[src/rtl/shift_add_multiplier.sv]
// ---------------------------------------------------------------------------
// shift_add_multiplier
//
// Sequential unsigned shift-and-add multiplier sharing the narrow-bus
// start/done/flag handshake of the restoring divider. Operands arrive
// serially on bus_in (multiplicand with start, multiplier one cycle later).
// The product is computed over WIDTH iterations and returned on bus_out as
// two beats: high half, then low half.
//
// Parameters:
//   WIDTH          operand and bus width; product is 2*WIDTH bits
//
// Ports:
//   clk            system clock, rising-edge active
//   rst            synchronous reset, active-high
//   bus_in         operand bus (multiplicand in start cycle, multiplier next)
//   start          begin operation; sampled only when idle
//   bus_out        product beat: high half in OUT_HI, low half in OUT_LO
//   done           high during both output beats
//   out_hi         high during the high-half beat
//   busy           high whenever not idle
//   zero_flag      product == 0; valid from OUT_HI until next accepted start
//   overflow_flag  product high half != 0; same validity as zero_flag
//
// Build option:
//   MUL_ZERO_SKIP_EN  when defined, a zero operand skips the iteration phase
//                     and jumps straight to the output beats.
// ---------------------------------------------------------------------------
module shift_add_multiplier #(
   parameter int unsigned WIDTH = 5
) (
   input  logic             clk,
   input  logic             rst,
   input  logic [WIDTH-1:0] bus_in,
   input  logic             start,
   output logic [WIDTH-1:0] bus_out,
   output logic             done,
   output logic             out_hi,
   output logic             busy,
   output logic             zero_flag,
   output logic             overflow_flag
);

   localparam int unsigned CW = $clog2(WIDTH) + 1;

   typedef enum logic [2:0] {
      S_IDLE,
      S_LOAD_B,
      S_CALC,
      S_OUT_HI,
      S_OUT_LO
   } state_t;

   state_t           r_state;
   logic [WIDTH-1:0] r_a;
   logic [WIDTH-1:0] r_q;
   logic [WIDTH-1:0] r_p;
   logic [CW-1:0]    r_cnt;
   logic [WIDTH-1:0] r_bus_out;
   logic             r_done;
   logic             r_out_hi;
   logic             r_busy;
   logic             r_zero;
   logic             r_ovf;

   logic [WIDTH:0]   w_sum;
   logic [WIDTH-1:0] w_p_next;
   logic [WIDTH-1:0] w_q_next;
   logic             w_last;

   // One iteration: conditionally add the multiplicand into the accumulator,
   // then shift {carry, sum, Q} right by one. The carry lands in the MSB of P
   // and the sum LSB moves into the vacated MSB of Q.
   always_comb begin
      w_sum    = {1'b0, r_p} + (r_q[0] ? {1'b0, r_a} : '0);
      w_p_next = w_sum[WIDTH:1];
      w_q_next = {w_sum[0], r_q[WIDTH-1:1]};
      w_last   = (r_cnt == CW'(WIDTH - 1));
   end

   always_ff @(posedge clk) begin
      if (rst) begin
         r_state   <= S_IDLE;
         r_a       <= '0;
         r_q       <= '0;
         r_p       <= '0;
         r_cnt     <= '0;
         r_bus_out <= '0;
         r_done    <= 1'b0;
         r_out_hi  <= 1'b0;
         r_busy    <= 1'b0;
         r_zero    <= 1'b0;
         r_ovf     <= 1'b0;
      end else begin
         case (r_state)
            S_IDLE: begin
               // Flags keep the previous result until a new operation is taken.
               if (start) begin
                  r_a     <= bus_in;
                  r_p     <= '0;
                  r_cnt   <= '0;
                  r_zero  <= 1'b0;
                  r_ovf   <= 1'b0;
                  r_busy  <= 1'b1;
                  r_state <= S_LOAD_B;
               end
            end

            S_LOAD_B: begin
`ifdef MUL_ZERO_SKIP_EN
               if ((r_a == '0) || (bus_in == '0)) begin
                  r_p       <= '0;
                  r_q       <= '0;
                  r_zero    <= 1'b1;
                  r_ovf     <= 1'b0;
                  r_bus_out <= '0;
                  r_done    <= 1'b1;
                  r_out_hi  <= 1'b1;
                  r_state   <= S_OUT_HI;
               end else begin
                  r_q     <= bus_in;
                  r_state <= S_CALC;
               end
`else
               r_q     <= bus_in;
               r_state <= S_CALC;
`endif
            end

            S_CALC: begin
               r_p   <= w_p_next;
               r_q   <= w_q_next;
               r_cnt <= r_cnt + 1'b1;
               if (w_last) begin
                  // Flags and the high beat come from the final product
                  // directly so they are registered on entry to OUT_HI.
                  r_zero    <= ({w_p_next, w_q_next} == '0);
                  r_ovf     <= (w_p_next != '0);
                  r_bus_out <= w_p_next;
                  r_done    <= 1'b1;
                  r_out_hi  <= 1'b1;
                  r_state   <= S_OUT_HI;
               end
            end

            S_OUT_HI: begin
               r_bus_out <= r_q;
               r_done    <= 1'b1;
               r_out_hi  <= 1'b0;
               r_state   <= S_OUT_LO;
            end

            S_OUT_LO: begin
               r_bus_out <= '0;
               r_done    <= 1'b0;
               r_out_hi  <= 1'b0;
               r_busy    <= 1'b0;
               r_state   <= S_IDLE;
            end

            default: begin
               r_bus_out <= '0;
               r_done    <= 1'b0;
               r_out_hi  <= 1'b0;
               r_busy    <= 1'b0;
               r_state   <= S_IDLE;
            end
         endcase
      end
   end

   assign bus_out       = r_bus_out;
   assign done          = r_done;
   assign out_hi        = r_out_hi;
   assign busy          = r_busy;
   assign zero_flag     = r_zero;
   assign overflow_flag = r_ovf;

endmodule

[config.mk]
export PLATFORM = sky130hd
export DESIGN_NAME = shift_add_multiplier
export DESIGN_NICKNAME = d
export VERILOG_FILES = /design/src/rtl/shift_add_multiplier.sv
export SDC_FILE = /design/constraint.sdc
export NUM_CORES = 1
export LEC_CHECK = 0
export ABC_CLOCK_PERIOD_IN_PS = 1780
export CELL_PAD_IN_SITES_DETAIL_PLACEMENT = 1
export CELL_PAD_IN_SITES_GLOBAL_PLACEMENT = 2
export CORE_MARGIN = 4
export CORE_UTILIZATION = 32
export CTS_BUF_LIST = sky130_fd_sc_hd__clkbuf_8
export CTS_CLUSTER_DIAMETER = 60
export DETAILED_ROUTE_END_ITERATION = 10
export PLACE_DENSITY_LB_ADDON = 0.1
export SLEW_MARGIN = 10
export SYNTH_ARGS = -nofsm -noshare
export SYNTH_HDL_FRONTEND = slang
export SYNTH_SLANG_ARGS = --single-unit
export TNS_END_PERCENT = 50
[constraint.sdc]
create_clock -name clk -period 1.78 [get_ports clk]
set_input_delay 0.267 -clock clk [delete_from_list [all_inputs] [get_ports clk]]
set_output_delay 0.267 -clock clk [all_outputs]
set_load 0.02 [all_outputs]
# After elaboration in Yosys (flattened, before gate mapping)
# Index checks and enable logic that the tools add are counted.
classes:
  addsub: 2
  eq_ne: 6
  mux: 21
  n_bitwise: 2
  n_reduce_logical: 13
ops:
  columns: ["op", "count"]
  rows:
  - ["one-hot mux 5 bit (2 select lines)", 2]
  - ["2-to-1 mux 5 bit", 3]
  - ["one-hot mux 5 bit (3 select lines)", 1]
  - ["one-hot mux 3 bit (4 select lines)", 1]
  - ["zero test 10 bit", 1]
  - ["AND reduction 2 bit", 5]
  - ["one-hot mux 1 bit (2 select lines)", 4]
  - ["one-hot mux 4 bit (2 select lines)", 1]
  - ["adder 5 x 5 -> 6 bit", 1]
  - ["equality test 3 x 2 -> 1 bit (second input constant)", 2]
  - ["2-to-1 mux 3 bit", 2]
  - ["2-to-1 mux 1 bit", 5]
  - ["nonzero test 5 bit", 1]
  - ["adder 4 x 1 -> 4 bit (second input constant)", 1]
  - ["equality test 4 x 3 -> 1 bit (second input constant)", 1]
  - ["2-to-1 mux 4 bit", 1]
  - ["inequality test 2 bit (second input constant)", 2]
  - ["nonzero test 2 bit", 2]
  - ["equality test 3 x 1 -> 1 bit (second input constant)", 1]
  - ["zero test 3 bit", 1]
  - ["one-hot mux 1 bit (3 select lines)", 1]
  - ["AND reduction 3 bit", 1]
  - ["OR reduction 3 bit", 1]
  - ["NOT 1 bit", 2]
  - ["OR reduction 2 bit", 1]
word_totals:
  reg_bits: 32
  input_bits: 8
  out_inout_bits: 10

# Longest topological paths before layout
depth:
  ltp_word: 5
  ltp_mapped: 7
  depth_no_buf: 7

# Worst setup path before layout
# No wires, ideal clock.
synth_path:
  path_kind: "register to register"
  from: "register r_q[0]"
  to: "register r_bus_out[3], in the netlist bus_out[3]"
  setup_ps: 88
  arrival_time_ps: 1741
  required_ps: 1692
  slack_ps: -49
  stages_incl_launch_ff: 8
  cell_sequence: "dfxtp_1 -> and2_1 -> ha_1 -> fa_1 -> nand3_1 -> a21oi_1 -> or3_4 -> a311oi_2"
synth_via:
  elab_chain_cells: 4
synth_rtl:
  columns: ["item", "line", "rtl"]
  rows:
  - ["start: declaration", "56", "logic [WIDTH-1:0] r_q;"]
  - ["start signal: assignment", "125", "r_q <= bus_in;"]
  - ["start signal: assignment", "132", "r_q <= w_q_next;"]
  - ["2-to-1 mux 5 bit", "75", "w_sum = {1'b0, r_p} + (r_q[0] ? {1'b0, r_a} : '0);"]
  - ["adder 5 x 5 -> 6 bit", "75", null]
  - ["2-to-1 mux 5 bit", "134", "if (w_last) begin"]
  - ["one-hot mux 5 bit (3 select lines)", "95", "case (r_state)"]
  - ["end signal: assignment", "139", "r_bus_out <= w_p_next;"]
  - ["end signal: assignment", "147", "r_bus_out <= r_q;"]
  - ["end: declaration", "59", "logic [WIDTH-1:0] r_bus_out;"]
# No other way between the ends. The select of a mux whose other input is x is not followed.
# A chain may end at the register's enable or synchronous reset.

# Worst setup path after layout
layout_path:
  from: "register r_q[0]"
  to: "register r_ovf, in the netlist overflow_flag"
layout_via:
  elab_chain_cells: 5
layout_rtl:
  columns: ["item", "line", "rtl"]
  rows:
  - ["2-to-1 mux 5 bit", "75", null]
  - ["adder 5 x 5 -> 6 bit", "75", null]
  - ["nonzero test 5 bit", "138", "r_ovf <= (w_p_next != '0);"]
  - ["2-to-1 mux 1 bit", "134", null]
  - ["one-hot mux 1 bit (2 select lines)", "95", null]
  - ["end signal: assignment", "138", null]
  - ["end: declaration", "64", "logic r_ovf;"]
# No other way between the ends. The select of a mux whose other input is x is not followed.

==> results.py <==
metrics = {
    "status": {
        "status": "finished with violations",
        "violated_checks": "negative setup slack",
    },
    "floorplan": {
        "die_w_um": 78.28,
        "start_util_pct": 33.24,
        "design.core.area_um2": 4755,
        "floorplan.die_area_um2": 6127,
        "design.portCount": 18,
        "fp-row-count": 25,
        "die_y_um": 78.28,
    },
    "clocking": {
        "clock_tree_from_tritoncts": "built",
        "clock-sinks": 32,
        "htree_num_levels": 2,
        "cts_made_buffers": 5,
        "clock_tree.root_cell": "sky130_fd_sc_hd__clkbuf_8",
        "insertion_delay_ps": 290,
        "clock_path_buffers": 2,
        "clkTransAtPathRegs_ps": 70,
    },
    "cells_and_area": {
        "fin_util_pct": 46.68,
        "filler_cell_count": 564,
        "design.final.nets": 230,
        "synthToLayoutAreaGrowth_pct": 40.46,
        "layout.cell_area.non_filler_um2": 2220,
        "diodes": 0,
        "finish.cell_count_without_fillers": 282,
        "fraction_of_layout_instances_using_a_drive_strength_above_1_pct": 29.30,
    },
    "setup_path": {
        "critical_path.startpoint_type": "register",
        "crit_path_class": "register to register",
        "rr_worst_depth": 7,
        "timing.rr.end": "overflow_flag",
        "r2r_start": "r_q[0]",
        "signal_arrival_time_at_the_worst_endpoint_ps": 2080,
        "launching_instance_or_port_of_the_critical_path": "r_q[0]",
        "end_kind": "register",
        "reg2reg_setup_slack_ps": -110,
        "setup.worst_path.end": "overflow_flag",
        "critPathRequiredTime_ps": 1960,
        "cp_max_fo": 6,
    },
    "logic_synthesis": {
        "synth-edff-count": 0,
        "synth_cell_type_count": 41,
        "synthesis.nets": 192,
        "postSynth.topFlopCell": "sky130_fd_sc_hd__dfxtp_1",
        "yosysSeqAreaShare_pct": 40.54,
        "synth_area_um2": 1580,
        "synth-seq-cells": 32,
        "ys.warnings.count": 0,
        "postSynthAreaPerCell_um2": 8.979,
        "async_reset_ff_share_pct": 0,
        "postSynthCellCount": 176,
    },
    "global_route": {
        "global_route_wire_length_before_repair_um": 7162,
        "grt_start_max_net_pins": 19,
        "overflow": 0,
        "grt_antenna_before_repair": 0,
        "grt.total_usage_pct": 15.18,
        "grt_pass1_vias": 1447,
    },
    "pwr": {
        "power_per_cell_area_nw_per_um2": 751.7,
        "comb_power_share_pct": 17.5,
        "intPower_uw": 1204,
        "power.clock.fraction_pct": 34.3,
        "power.static_leakage_uw": 0.0008357,
        "p_seq_share_pct": 48.2,
        "power.ir.vdd_worst_v": 0.0005435,
        "switching_power_uw": 464.9,
        "switching_share_pct": 27.86,
    },
    "routing": {
        "first_iter_violations": 99,
        "wire_per_inst_um": 17.64,
        "post_drt_via_cell_ratio": 5.089,
        "final_antenna_net_count": 0,
        "routed_wirelength_um": 4975,
        "via_count": 1435,
        "detailedRoute.firstPassIterationCount": 4,
        "remaining_drc_errors": 0,
    },
    "timing": {
        "max_freq_mhz": 528.1,
        "final_tns_setup_ps": -366.3,
        "normalized_max_slew_margin_pct": 74.45,
        "number_of_endpoints_with_negative_hold_slack_in_the_final_report": 0,
        "timing_max_transition_violations_final": 0,
        "worst_slew_pin_slew_ps": 382.7,
        "finClkSkew_ps": 8.746,
        "min_period_over_period_pct": 106.4,
        "min_period_ps": 1894,
        "final.setup.worst_slack_ps": -113.6,
        "setup-violations-final": 5,
        "rsz0062_at_grt": "true",
    },
    "flow_run": {
        "max-cap-violations": 0,
    },
    "place": {
        "dpl_worst_slack_ps": -144.2,
        "postPlaceCellArea_um2": 1938,
        "post-dp-hpwl_um": 3356,
        "port-buffer-count": 17,
        "placed_cells_incl_taps": 272,
        "gp_congestion": 0.8282,
    },
    "min_path": {
        "min_path_type": "register to register",
    },
}
==> per-layer routing <==
| layer | up-vias | wire length [um] | GRT usage (%) |
|---|---|---|---|
| met1 | 697 | 2224 | 19.56 |
| li1 | 706 | - | - |
| met3 | 6 | 154 | 4.243 |
| met5 | - | 0 | 0 |
| met4 | 0 | 81 | 5.769 |
| met2 | 26 | 2515 | 24.06 |
==> cell type report <==
class | count | area, um2 | share of cell area (%)
Sequential cell | 32 | 645.6 | 29.09
Multi-Input combinational cell | 130 | 1027 | 46.28
Clock inverter | 2 | 7.507 | 0.3382
Timing Repair Buffer | 41 | 357.8 | 16.12
Tap cell | 67 | 83.83 | 3.777
Inverter | 4 | 15.01 | 0.6764
Clock buffer | 6 | 82.58 | 3.720
==> synth_stat cells (2+ instances only) <==
cell type                  count  area (um2)
sky130_fd_sc_hd__nand3_1       2       10.01
sky130_fd_sc_hd__or3_1         2       12.51
sky130_fd_sc_hd__inv_1         4       15.01
sky130_fd_sc_hd__a21oi_1      14       70.07
sky130_fd_sc_hd__and3_1        3       18.77
sky130_fd_sc_hd__nor2b_1       2       12.51
sky130_fd_sc_hd__nor2_1       17       63.81
sky130_fd_sc_hd__o21ai_0       2       10.01
sky130_fd_sc_hd__buf_6         3       33.78
sky130_fd_sc_hd__a211o_1       2       17.52
sky130_fd_sc_hd__nand2_1      20       75.07
sky130_fd_sc_hd__nor4_1        2       12.51
sky130_fd_sc_hd__clkbuf_1      6       22.52
sky130_fd_sc_hd__a22oi_1       5       37.54
sky130_fd_sc_hd__and2_1        6       37.54
sky130_fd_sc_hd__a311oi_1      3       26.28
sky130_fd_sc_hd__a211oi_1      8       60.06
sky130_fd_sc_hd__ha_1          7       87.58
sky130_fd_sc_hd__mux2i_1       5       50.05
sky130_fd_sc_hd__xor2_1        2       17.52
sky130_fd_sc_hd__nor3_1       10       50.05
sky130_fd_sc_hd__dfxtp_1      32       640.6
==> cell families after synthesis <==
| logic type | after synthesis | share of synthesized area (%) |
|---|---|---|
| adders and majority gates | 8 | 6.809 |
| AOI/OAI and AO/OA | 40 | 17.42 |
| xor gates and xnor gates | 3 | 1.663 |
| muxes | 6 | 3.880 |
| and+or+nand+nor | 73 | 24.70 |
| buffers and inverters | 14 | 4.988 |
| DFF | 32 | 40.54 |
==> critical path, cell delays in order, from the launching register on <==
cell and delay (ps):
sky130_fd_sc_hd__dfxtp_4 360, sky130_fd_sc_hd__and2_4 150, sky130_fd_sc_hd__buf_4 130, sky130_fd_sc_hd__fa_2 370
sky130_fd_sc_hd__nand3_2 110, sky130_fd_sc_hd__a21oi_2 60, sky130_fd_sc_hd__or2_2 320, sky130_fd_sc_hd__a311oi_1 280
==> state kept, by name (all words and copies together) (netlist names) <==
register / count
bus_out: 5
r_cnt: 4
out_hi: 1
busy: 1
r_a: 5
zero_flag: 1
r_state: 3
overflow_flag: 1
r_p: 5
r_q: 5
done: 1
==> timing repair <==
| action | in CTS | in global routing |
|---|---|---|
| hold buffers | 0 | 0 |
| gates cloned | 0 | 0 |
| setup endpoints to repair | 7 | 9 |
| gates resized for setup | 9 | 25 |
| pin swaps | 2 | 11 |
| setup buffers | 0 | 2 |
==> layout by cell type, fill, tap and decap left out, types with 2 or more instances in the layout <==
cell type,n
sky130_fd_sc_hd__a211o_1,2
sky130_fd_sc_hd__a211oi_1,6
sky130_fd_sc_hd__a21oi_1,12
sky130_fd_sc_hd__a22oi_1,3
sky130_fd_sc_hd__a22oi_2,2
sky130_fd_sc_hd__a311oi_1,3
sky130_fd_sc_hd__and2_4,5
sky130_fd_sc_hd__and3_4,2
sky130_fd_sc_hd__buf_4,22
sky130_fd_sc_hd__buf_6,2
sky130_fd_sc_hd__clkbuf_8,6
sky130_fd_sc_hd__clkdlybuf4s50_1,17
sky130_fd_sc_hd__dfxtp_1,30
sky130_fd_sc_hd__ha_1,2
sky130_fd_sc_hd__ha_4,5
sky130_fd_sc_hd__inv_1,6
sky130_fd_sc_hd__mux2i_1,5
sky130_fd_sc_hd__nand2_1,19
sky130_fd_sc_hd__nand3_2,2
sky130_fd_sc_hd__nor2_1,17
sky130_fd_sc_hd__nor2b_1,2
sky130_fd_sc_hd__nor3_1,10
sky130_fd_sc_hd__nor4_1,2
sky130_fd_sc_hd__o21ai_1,2
sky130_fd_sc_hd__or3_4,2
==> worst min path at each step <==
stage / cells past startpoint / endpoint / start / slack, ps
global route: 2 / r_a[2] / r_a[2] / 490
floorplan: 1 / r_state[2] / rst / 340
CTS: 2 / r_a[0] / r_a[0] / 460
global placement: 2 / r_a[0] / r_a[0] / 450
finish: 2 / r_a[1] / r_a[1] / 470
detailed placement: 2 / r_a[0] / r_a[0] / 450
==> power groups by stage <==
stage	sequential, uW	combinational [uW]	clock [uW]
6_report	804	292	573
5_1_grt	810	316	617
4_1_cts	800	277	577
3_5_place_dp	815	273	0
3_3_place_gp	813	267	0
2_1_floorplan	806	156	0
==> per-stage QoR <==
step	power [uW]	hold slack (ps)
5_1_grt	1743	486.0
2_1_floorplan	962.3	338.6
4_1_cts	1653	463.3
3_5_place_dp	1088	454.4
6_report	1669	470.6
3_3_place_gp	1080	451.9
(Power assumes the default switching activity.)
